===== src/rtl/result_bcd_converter.sv =====
// -----------------------------------------------------------------------------
// result_bcd_converter
//
// Sequential binary-to-BCD converter using the double-dabble (shift-and-add-3)
// algorithm. It sits directly behind the arithmetic stages (for example
// square_root: start <= done, bin_in <= sq_root) and feeds packed BCD digits
// to the seven-segment display driver. One conversion runs at a time. The
// result is held until the next conversion completes.
//
// Optional feature macro: BCD_SIGN_EN
//   defined   : bin_in is two's complement. The magnitude is converted and the
//               sign is reported on the extra 'neg' output.
//   undefined : bin_in is unsigned and the 'neg' port does not exist.
//
// Parameters
//   N        width of the binary input
//   DIGITS   number of BCD digits produced (10^DIGITS >= 2^N for no overflow)
//
// Ports
//   Clock     in   1          system clock, rising edge
//   reset     in   1          synchronous, active-high reset (wins over start)
//   start     in   1          1-cycle request; bin_in is sampled on the same edge
//   bin_in    in   N          binary value to convert
//   busy      out  1          high while a conversion is in progress
//   valid     out  1          1-cycle pulse: bcd_out/overflow updated this cycle
//   bcd_out   out  4*DIGITS   packed BCD result, [3:0] = units digit
//   overflow  out  1          value did not fit in DIGITS digits (low digits kept)
//   neg       out  1          result sign (BCD_SIGN_EN builds only)
//
// Timing: start on edge t gives valid high after edge t+N+1. A start that
// arrives while busy is high is dropped, not queued.
// -----------------------------------------------------------------------------
module result_bcd_converter #(
    parameter int N      = 16,
    parameter int DIGITS = 5
) (
    input  logic                  Clock,
    input  logic                  reset,
    input  logic                  start,
    input  logic [N-1:0]          bin_in,
    output logic                  busy,
    output logic                  valid,
    output logic [4*DIGITS-1:0]   bcd_out,
`ifdef BCD_SIGN_EN
    output logic                  overflow,
    output logic                  neg
`else
    output logic                  overflow
`endif
);

    localparam int ACC_W = 4 * DIGITS;
    localparam int CNT_W = $clog2(N + 1);

    typedef enum logic [1:0] {
        ST_IDLE  = 2'd0,
        ST_SHIFT = 2'd1,
        ST_DONE  = 2'd2
    } state_t;

    // Add 3 to every digit that is 5 or more. Each digit is a separate 4-bit
    // add with no carry into the next digit. An adjusted digit is at most 12,
    // so it still fits in 4 bits.
    function automatic logic [ACC_W-1:0] dabble_adjust(input logic [ACC_W-1:0] acc);
        logic [ACC_W-1:0] res;
        res = acc;
        for (int i = 0; i < DIGITS; i++) begin
            if (acc[4*i +: 4] >= 4'd5) begin
                res[4*i +: 4] = acc[4*i +: 4] + 4'd3;
            end else begin
                res[4*i +: 4] = acc[4*i +: 4];
            end
        end
        return res;
    endfunction

`ifdef BCD_SIGN_EN
    // Take the absolute value as an N-bit unsigned number. The most negative
    // input maps to 2^(N-1), which still fits in N unsigned bits.
    function automatic logic [N-1:0] magnitude(input logic [N-1:0] v);
        logic [N-1:0] res;
        if (v[N-1]) begin
            res = ~v + {{(N-1){1'b0}}, 1'b1};
        end else begin
            res = v;
        end
        return res;
    endfunction
`endif

    // FSM state
    state_t             state_q, state_d;

    // FSM-decoded datapath controls
    logic               load_s;
    logic               shift_s;
    logic               finish_s;

    // Conversion datapath
    logic [N-1:0]       sreg_q,     sreg_d;
    logic [ACC_W-1:0]   acc_q,      acc_d;
    logic [ACC_W-1:0]   acc_adj_s;
    logic               ovf_q,      ovf_d;
    logic [CNT_W-1:0]   cnt_q,      cnt_d;

    // Registered outputs
    logic               busy_q,     busy_d;
    logic               valid_q,    valid_d;
    logic [ACC_W-1:0]   bcd_q,      bcd_d;
    logic               overflow_q, overflow_d;
`ifdef BCD_SIGN_EN
    logic               neg_lat_q,  neg_lat_d;
    logic               neg_q,      neg_d;
`endif

    // FSM state register
    always_ff @(posedge Clock) begin
        if (reset) begin
            state_q <= ST_IDLE;
        end else begin
            state_q <= state_d;
        end
    end

    // FSM next-state logic. The last shift is the one taken while cnt is N-1.
    always_comb begin
        state_d = state_q;
        case (state_q)
            ST_IDLE: begin
                if (start) begin
                    state_d = ST_SHIFT;
                end else begin
                    state_d = ST_IDLE;
                end
            end
            ST_SHIFT: begin
                if (cnt_q == CNT_W'(N - 1)) begin
                    state_d = ST_DONE;
                end else begin
                    state_d = ST_SHIFT;
                end
            end
            ST_DONE: begin
                state_d = ST_IDLE;
            end
            default: begin
                state_d = ST_IDLE;
            end
        endcase
    end

    // FSM output decode: datapath control strobes. A start seen outside IDLE
    // is simply not decoded, so it is dropped rather than queued.
    always_comb begin
        load_s   = 1'b0;
        shift_s  = 1'b0;
        finish_s = 1'b0;
        case (state_q)
            ST_IDLE: begin
                load_s = start;
            end
            ST_SHIFT: begin
                shift_s = 1'b1;
            end
            ST_DONE: begin
                finish_s = 1'b1;
            end
            default: begin
                load_s = 1'b0;
            end
        endcase
    end

    assign acc_adj_s = dabble_adjust(acc_q);

    // Datapath next-state logic: load, one shift per cycle, and publish
    always_comb begin
        sreg_d     = sreg_q;
        acc_d      = acc_q;
        ovf_d      = ovf_q;
        cnt_d      = cnt_q;
        busy_d     = busy_q;
        valid_d    = 1'b0;
        bcd_d      = bcd_q;
        overflow_d = overflow_q;
`ifdef BCD_SIGN_EN
        neg_lat_d  = neg_lat_q;
        neg_d      = neg_q;
`endif
        if (load_s) begin
`ifdef BCD_SIGN_EN
            sreg_d    = magnitude(bin_in);
            neg_lat_d = bin_in[N-1];
`else
            sreg_d    = bin_in;
`endif
            acc_d     = '0;
            ovf_d     = 1'b0;
            cnt_d     = '0;
            busy_d    = 1'b1;
        end else if (shift_s) begin
            // Shift {carry, acc, sreg} left by one. The bit pushed out of the
            // top digit would be the next decimal digit, so it is recorded as
            // a sticky overflow.
            {acc_d, sreg_d} = {acc_adj_s[ACC_W-2:0], sreg_q, 1'b0};
            ovf_d           = ovf_q | acc_adj_s[ACC_W-1];
            cnt_d           = cnt_q + CNT_W'(1);
        end else if (finish_s) begin
            bcd_d      = acc_q;
            overflow_d = ovf_q;
            valid_d    = 1'b1;
            busy_d     = 1'b0;
`ifdef BCD_SIGN_EN
            neg_d      = neg_lat_q;
`endif
        end else begin
            valid_d = 1'b0;
        end
    end

    // Datapath and output registers. Reset also aborts a conversion in flight.
    always_ff @(posedge Clock) begin
        if (reset) begin
            sreg_q     <= '0;
            acc_q      <= '0;
            ovf_q      <= 1'b0;
            cnt_q      <= '0;
            busy_q     <= 1'b0;
            valid_q    <= 1'b0;
            bcd_q      <= '0;
            overflow_q <= 1'b0;
`ifdef BCD_SIGN_EN
            neg_lat_q  <= 1'b0;
            neg_q      <= 1'b0;
`endif
        end else begin
            sreg_q     <= sreg_d;
            acc_q      <= acc_d;
            ovf_q      <= ovf_d;
            cnt_q      <= cnt_d;
            busy_q     <= busy_d;
            valid_q    <= valid_d;
            bcd_q      <= bcd_d;
            overflow_q <= overflow_d;
`ifdef BCD_SIGN_EN
            neg_lat_q  <= neg_lat_d;
            neg_q      <= neg_d;
`endif
        end
    end

    assign busy     = busy_q;
    assign valid    = valid_q;
    assign bcd_out  = bcd_q;
    assign overflow = overflow_q;
`ifdef BCD_SIGN_EN
    assign neg      = neg_q;
`endif

endmodule


===== config.mk =====
export PLATFORM = sky130hd
export DESIGN_NAME = result_bcd_converter
export DESIGN_NICKNAME = d
export VERILOG_FILES = /design/src/rtl/result_bcd_converter.sv
export SDC_FILE = /design/constraint.sdc
export NUM_CORES = 1
export LEC_CHECK = 0
export BUFFER_PORTS_ARGS = -buffer_cell sky130_fd_sc_hd__clkbuf_2
export CORE_MARGIN = 4
export CORE_UTILIZATION = 46
export DETAILED_ROUTE_END_ITERATION = 12
export PLACE_DENSITY = 0.62
export SYNTH_ARGS = -nofsm -noshare
export SYNTH_HDL_FRONTEND = slang
export SYNTH_SLANG_ARGS = --single-unit

===== constraint.sdc =====
create_clock -name Clock -period 1.9 [get_ports Clock]
set_clock_uncertainty 0.05 [all_clocks]
set_input_delay 0.095 -clock Clock [delete_from_list [all_inputs] [get_ports Clock]]
set_output_delay 0.095 -clock Clock [all_outputs]
set_load 0.01 [all_outputs]

# After elaboration in Yosys (flattened, before gate mapping)

Cells that the tools add are included.

Logic and storage cells: 51
Flip-flop bits (word level): 67
Bits of input ports: 19
Output and inout port bits: 23

Multiplexer cells: 17
Bitwise logic cells: 3
Add/subtract/negate cells: 6
Reduce and logical (&&, ||, !) cells: 7
Equal/unequal tests: 4
Magnitude comparators: 5

Operator list:

| operator                                                               | number |
|---|---|
| 16-bit two-way mux                                                     | 2 |
| 4-bit by 2-bit adder with 4-bit output (second input constant)         | 5 |
| 4-bit by 3-bit >= comparator with 1-bit output (second input constant) | 5 |
| 4-bit two-way mux                                                      | 5 |
| 1-bit two-way mux                                                      | 8 |
| 5-bit by 1-bit adder with 5-bit output (second input constant)         | 1 |
| 5-bit by 4-bit == test with 1-bit output (second input constant)       | 1 |
| 2-bit one-hot mux with 2 select lines                                  | 1 |
| 2-bit nonzero test                                                     | 2 |
| 3-bit AND reduction                                                    | 1 |
| 3-bit OR reduction                                                     | 1 |
| 2-bit by 1-bit == test with 1-bit output (second input constant)       | 1 |
| 2-bit == test (second input constant)                                  | 1 |
| 2-bit logical NOT                                                      | 1 |
| 2-bit two-way mux                                                      | 1 |
| 2-bit != test (second input constant)                                  | 1 |
| 1-bit NOT                                                              | 2 |
| 2-bit AND reduction                                                    | 1 |
| 2-bit OR reduction                                                     | 1 |
| 1-bit bitwise OR                                                       | 1 |

# Longest topological paths before layout

Depth after elaboration: 5
Gate-level depth with buffers: 6
Gate-level depth less buffers: 6

# Worst setup path after synthesis

Ideal clock, no wire load.

Path type: register to register
Start point: register acc_q[13]
End point: register acc_q[13]
Arrival time: 1282 ps
Slack: 498 ps
Clock period less this slack: 1402 ps
Cell stages (with the launch flop): 7
Buffers on the path: 0
Cells stage by stage: dfxtp_1 -> inv_1 -> ha_1 -> nand2b_1 -> a2111oi_0 -> a41oi_1 -> a21oi_1

Longest elaborated chain between the ends: 2

RTL lines:

| item                                           | line | text |
|---|---|---|
| start, declared                                | 101  | `logic [ACC_W-1:0] acc_q, acc_d;` |
| start signal, assigned                         | 225  | `acc_q <= '0;` |
| start signal, assigned                         | 238  | `acc_q <= acc_d;` |
| 4-bit by 3-bit >= comparator with 1-bit output | 68   | `if (acc[4*i +: 4] >= 4'd5) begin` |
| 4-bit two-way mux                              | 68   |  |

Every way passes these cells.
A chain may end at the register's enable or synchronous reset.

# Worst setup path after layout

Start point: register state_q[0]
End point: register cnt_q[3]

Longest elaborated chain between the ends: 3
Elaborated cells between the ends (all ways): 5
Those cells by class: eq/ne: 1; mux: 2; reduce/logical: 2

RTL lines:

| item                         | line | text |
|---|---|---|
| start, declared              | 92   | `state_t state_q, state_d;` |
| start signal, assigned       | 121  | `state_q <= state_d;` |
| 2-bit logical NOT            | 158  | `case (state_q)` |
| 1-bit two-way mux            | 158  |  |
| 2-bit OR reduction (no line) | --   |  |
| end signal, assigned         | 240  | `cnt_q <= cnt_d;` |
| end, declared                | 104  | `logic [CNT_W-1:0] cnt_q, cnt_d;` |

Parallel ways exist; a longest one is shown, timed or not.

==> flow_metrics.tcl <==
set metrics [dict create \
    r2r_slack_ps 220 \
    postLayoutCoreUtil 0.563 \
    finalSetupTns_ps 0 \
    worstSetupStartpoint "state_q[0]" \
    status "complete, no violations" \
    core_sq_um 6030 \
    start_util 0.482 \
    grt_max_degree 23 \
    setup_viol 0 \
    finalCriticalPeriod_ps 1680 \
    viasPerCell 5.52 \
    track_usage 0.175 \
    boundaryPins 42 \
    die_x_um 87.4 \
    synth_top_area_share 0.462 \
    max-slew-margin-rel 0.409 \
    drt_wl_total_mm 6.10 \
    yosys-top-cells-area "dfxtp_1 (46%), a22o_1 (7.8%), ha_1 (5.2%)" \
    instances_no_fill 436 \
    area_growth_pct 16.9 \
    slew_violations 0 \
    dieHeight_um 87.4 \
    hold_violations 0 \
    postSynthAreaPerCell_sq_um 9.16 \
    rsz0062_at_grt "false" \
    cp_data_required_time_ps 2040 \
    worstMarginPinSlew_ps 886 \
    insertion_delay_ps 340 \
    routedWlPerCell_um 14.0 \
    synth_area_leader_cell "dfxtp_1" \
    dp_cells 420 \
    syn-instance-count 317 \
    clk_pin_slew_ps 70 \
    grt_pass1_vias 2274 \
    critPathMaxFanout 21 \
    num-fill-cells 612 \
    overflow 0 \
    ys.warnings.count 0 \
    num_antenna_cells 0 \
    drtIter0Drc 93 \
    min-delay-start "bin_in[7]" \
    drv_cap 0 \
    cts_setup_buffers 0 \
    finalCritPeriodShare 0.883 \
    grt_first_pass_wirelength_mm 10.6 \
    syn-cell-area_sq_um 2900 \
    gp_congestion 0.789 \
    hold_path_class "in -> reg" \
    ant_nets 0 \
    leakagePower_nw 1.41 \
    hpwl_mm 4.11 \
    peakVddDrop_mv 0.628 \
    drive_above_1_share 0.205 \
    dr.pass1.iters 4 \
    port_buffers 41 \
    cts_sinks 67 \
    rows 28 \
    dieArea_sq_um 7650 \
    path_class "reg -> reg" \
    cts_tree "yes" \
    synth_nets 348 \
    end_kind "flop" \
    vias 2406 \
    num-nets-final 388 \
    whs_ps 116 \
    ctsHtreeMaxLevel 3 \
    clock_path_buffers 2 \
    synth_seq_cells 67 \
    fmax_mhz 596 \
    grt_antenna_before_repair 0 \
    cts_made_buffers 9 \
    yosysSeqAreaShare 0.462 \
    root_buffer "clkbuf_8" \
    worst_r2r_startpoint "state_q[0]" \
    cp.arrival_ps 1820 \
    power.density_nw_per_um2 857 \
    synth_cell_types 36 \
    drcViolationCount 0 \
    start_kind "flop" \
]
worst paths after layout:
| kind | end | depth (start not counted) |
|---|---|---|
| min | sreg_q[7] | 4 |
| max | cnt_q[3] | 4 |
| min reg2reg | busy | 2 |
| max reg2reg | cnt_q[3] | 4 |
state kept, by name (all words and copies together) (netlist names):
name and flops:
acc_q 20, bcd_out 20, busy 1, cnt_q 5
overflow 1, ovf_q 1, sreg_q 16, state_q 2
valid 1
cells in the final DEF, fill, tap and decap left out, types with 4 or more instances in the layout:
| master | Yosys | final |
|---|---|---|
| clkbuf_8 | 0 | 11 |
| nand2b_1 | 7 | 7 |
| nor2_1 | 35 | 35 |
| a21oi_1 | 17 | 16 |
| inv_1 | 13 | 13 |
| mux2i_1 | 5 | 5 |
| nor2b_1 | 16 | 15 |
| a211oi_1 | 6 | 6 |
| a22o_1 | 26 | 26 |
| nand3_1 | 5 | 5 |
| o22ai_1 | 15 | 15 |
| dfxtp_1 | 67 | 67 |
| a31oi_1 | 7 | 7 |
| clkbuf_2 | 0 | 41 |
| a2111oi_0 | 4 | 4 |
| nor3_1 | 15 | 15 |
| nor3b_1 | 5 | 4 |
| a41oi_1 | 4 | 4 |
| buf_4 | 1 | 11 |
| o21ai_0 | 10 | 10 |
| ha_1 | 12 | 12 |
| a211oi_2 | 4 | 4 |
| nand2_1 | 6 | 6 |
metrics by stage:
step / total power [mW] / setup WS [ps] / area [sq um]
floorplan: 1.69 / 498 / 2900
global placement: 1.76 / 262 / 3190
detailed placement: 1.77 / 207 / 3190
CTS: 2.95 / 190 / 3390
global route: 3.04 / 48.5 / 3390
finish: 2.91 / 222 / 3390
repair_timing:
item | in CTS | in global routing
hold endpoints to repair | 1 | 0
resized for setup | 0 | 0
hold buffers | 1 | 0
report_power, final:
group          total, mW  leakage (nW)  internal (mW)  switching (mW)
logic              0.262         0.764          0.110           0.152
clock network       1.17        0.0995          0.670           0.499
registers           1.48         0.545           1.45          0.0277
worst max-delay path, stage by stage, from the launching register on:
cell      delay [ps]
dfxtp_1          370
nand2b_1         180
nor2_1           110
or2_1            700
nor2_1           120
per-layer routing:
layer  up-vias  wire, um  GRT usage
met5         -         0          0
met4         0       102     0.0711
met3        12       226     0.0435
met2        38      2810      0.284
met1      1126      2960      0.221
li1       1230         -          -
synthesized netlist by cell type (all sizes together):
cell / count
dfxtp: 67
nor2: 36
a22o: 26
a21oi: 17
nor2b: 16
nor3: 15
o22ai: 15
buf: 13
inv: 13
ha: 12
clkbuf: 11
a211oi: 10
o21ai: 10
a31oi: 7
nand2b: 7
nand2: 6
mux2i: 5
nand3: 5
nor3b: 5
a2111oi: 4
a41oi: 4
nand4: 2
or2: 2
xor2: 2
a2111o: 1
a21boi: 1
a22oi: 1
and2: 1
and3: 1
o31a: 1
xnor2: 1
layout make-up:
class,instances,area [sq um],share of cell area
clock buffers,13,159,0.0468
clock inverters,2,35.0,0.0103
inverters,13,48.8,0.0144
multi-input cells,213,1420,0.418
flip-flops and latches,67,1340,0.395
well taps,75,93.8,0.0277
repair buffers,53,298,0.0878
kinds of logic after synthesis:
logic type,synth area share
flip-flops,0.462
AND/OR/NAND/NOR,0.165
AO/OA/AOI/OAI,0.241
multiplexers,0.0172
buffers and inverters,0.0535
XOR/XNOR,0.00905
adder cells (fa/ha/maj),0.0517
Power figures use the tool's default switching activity.
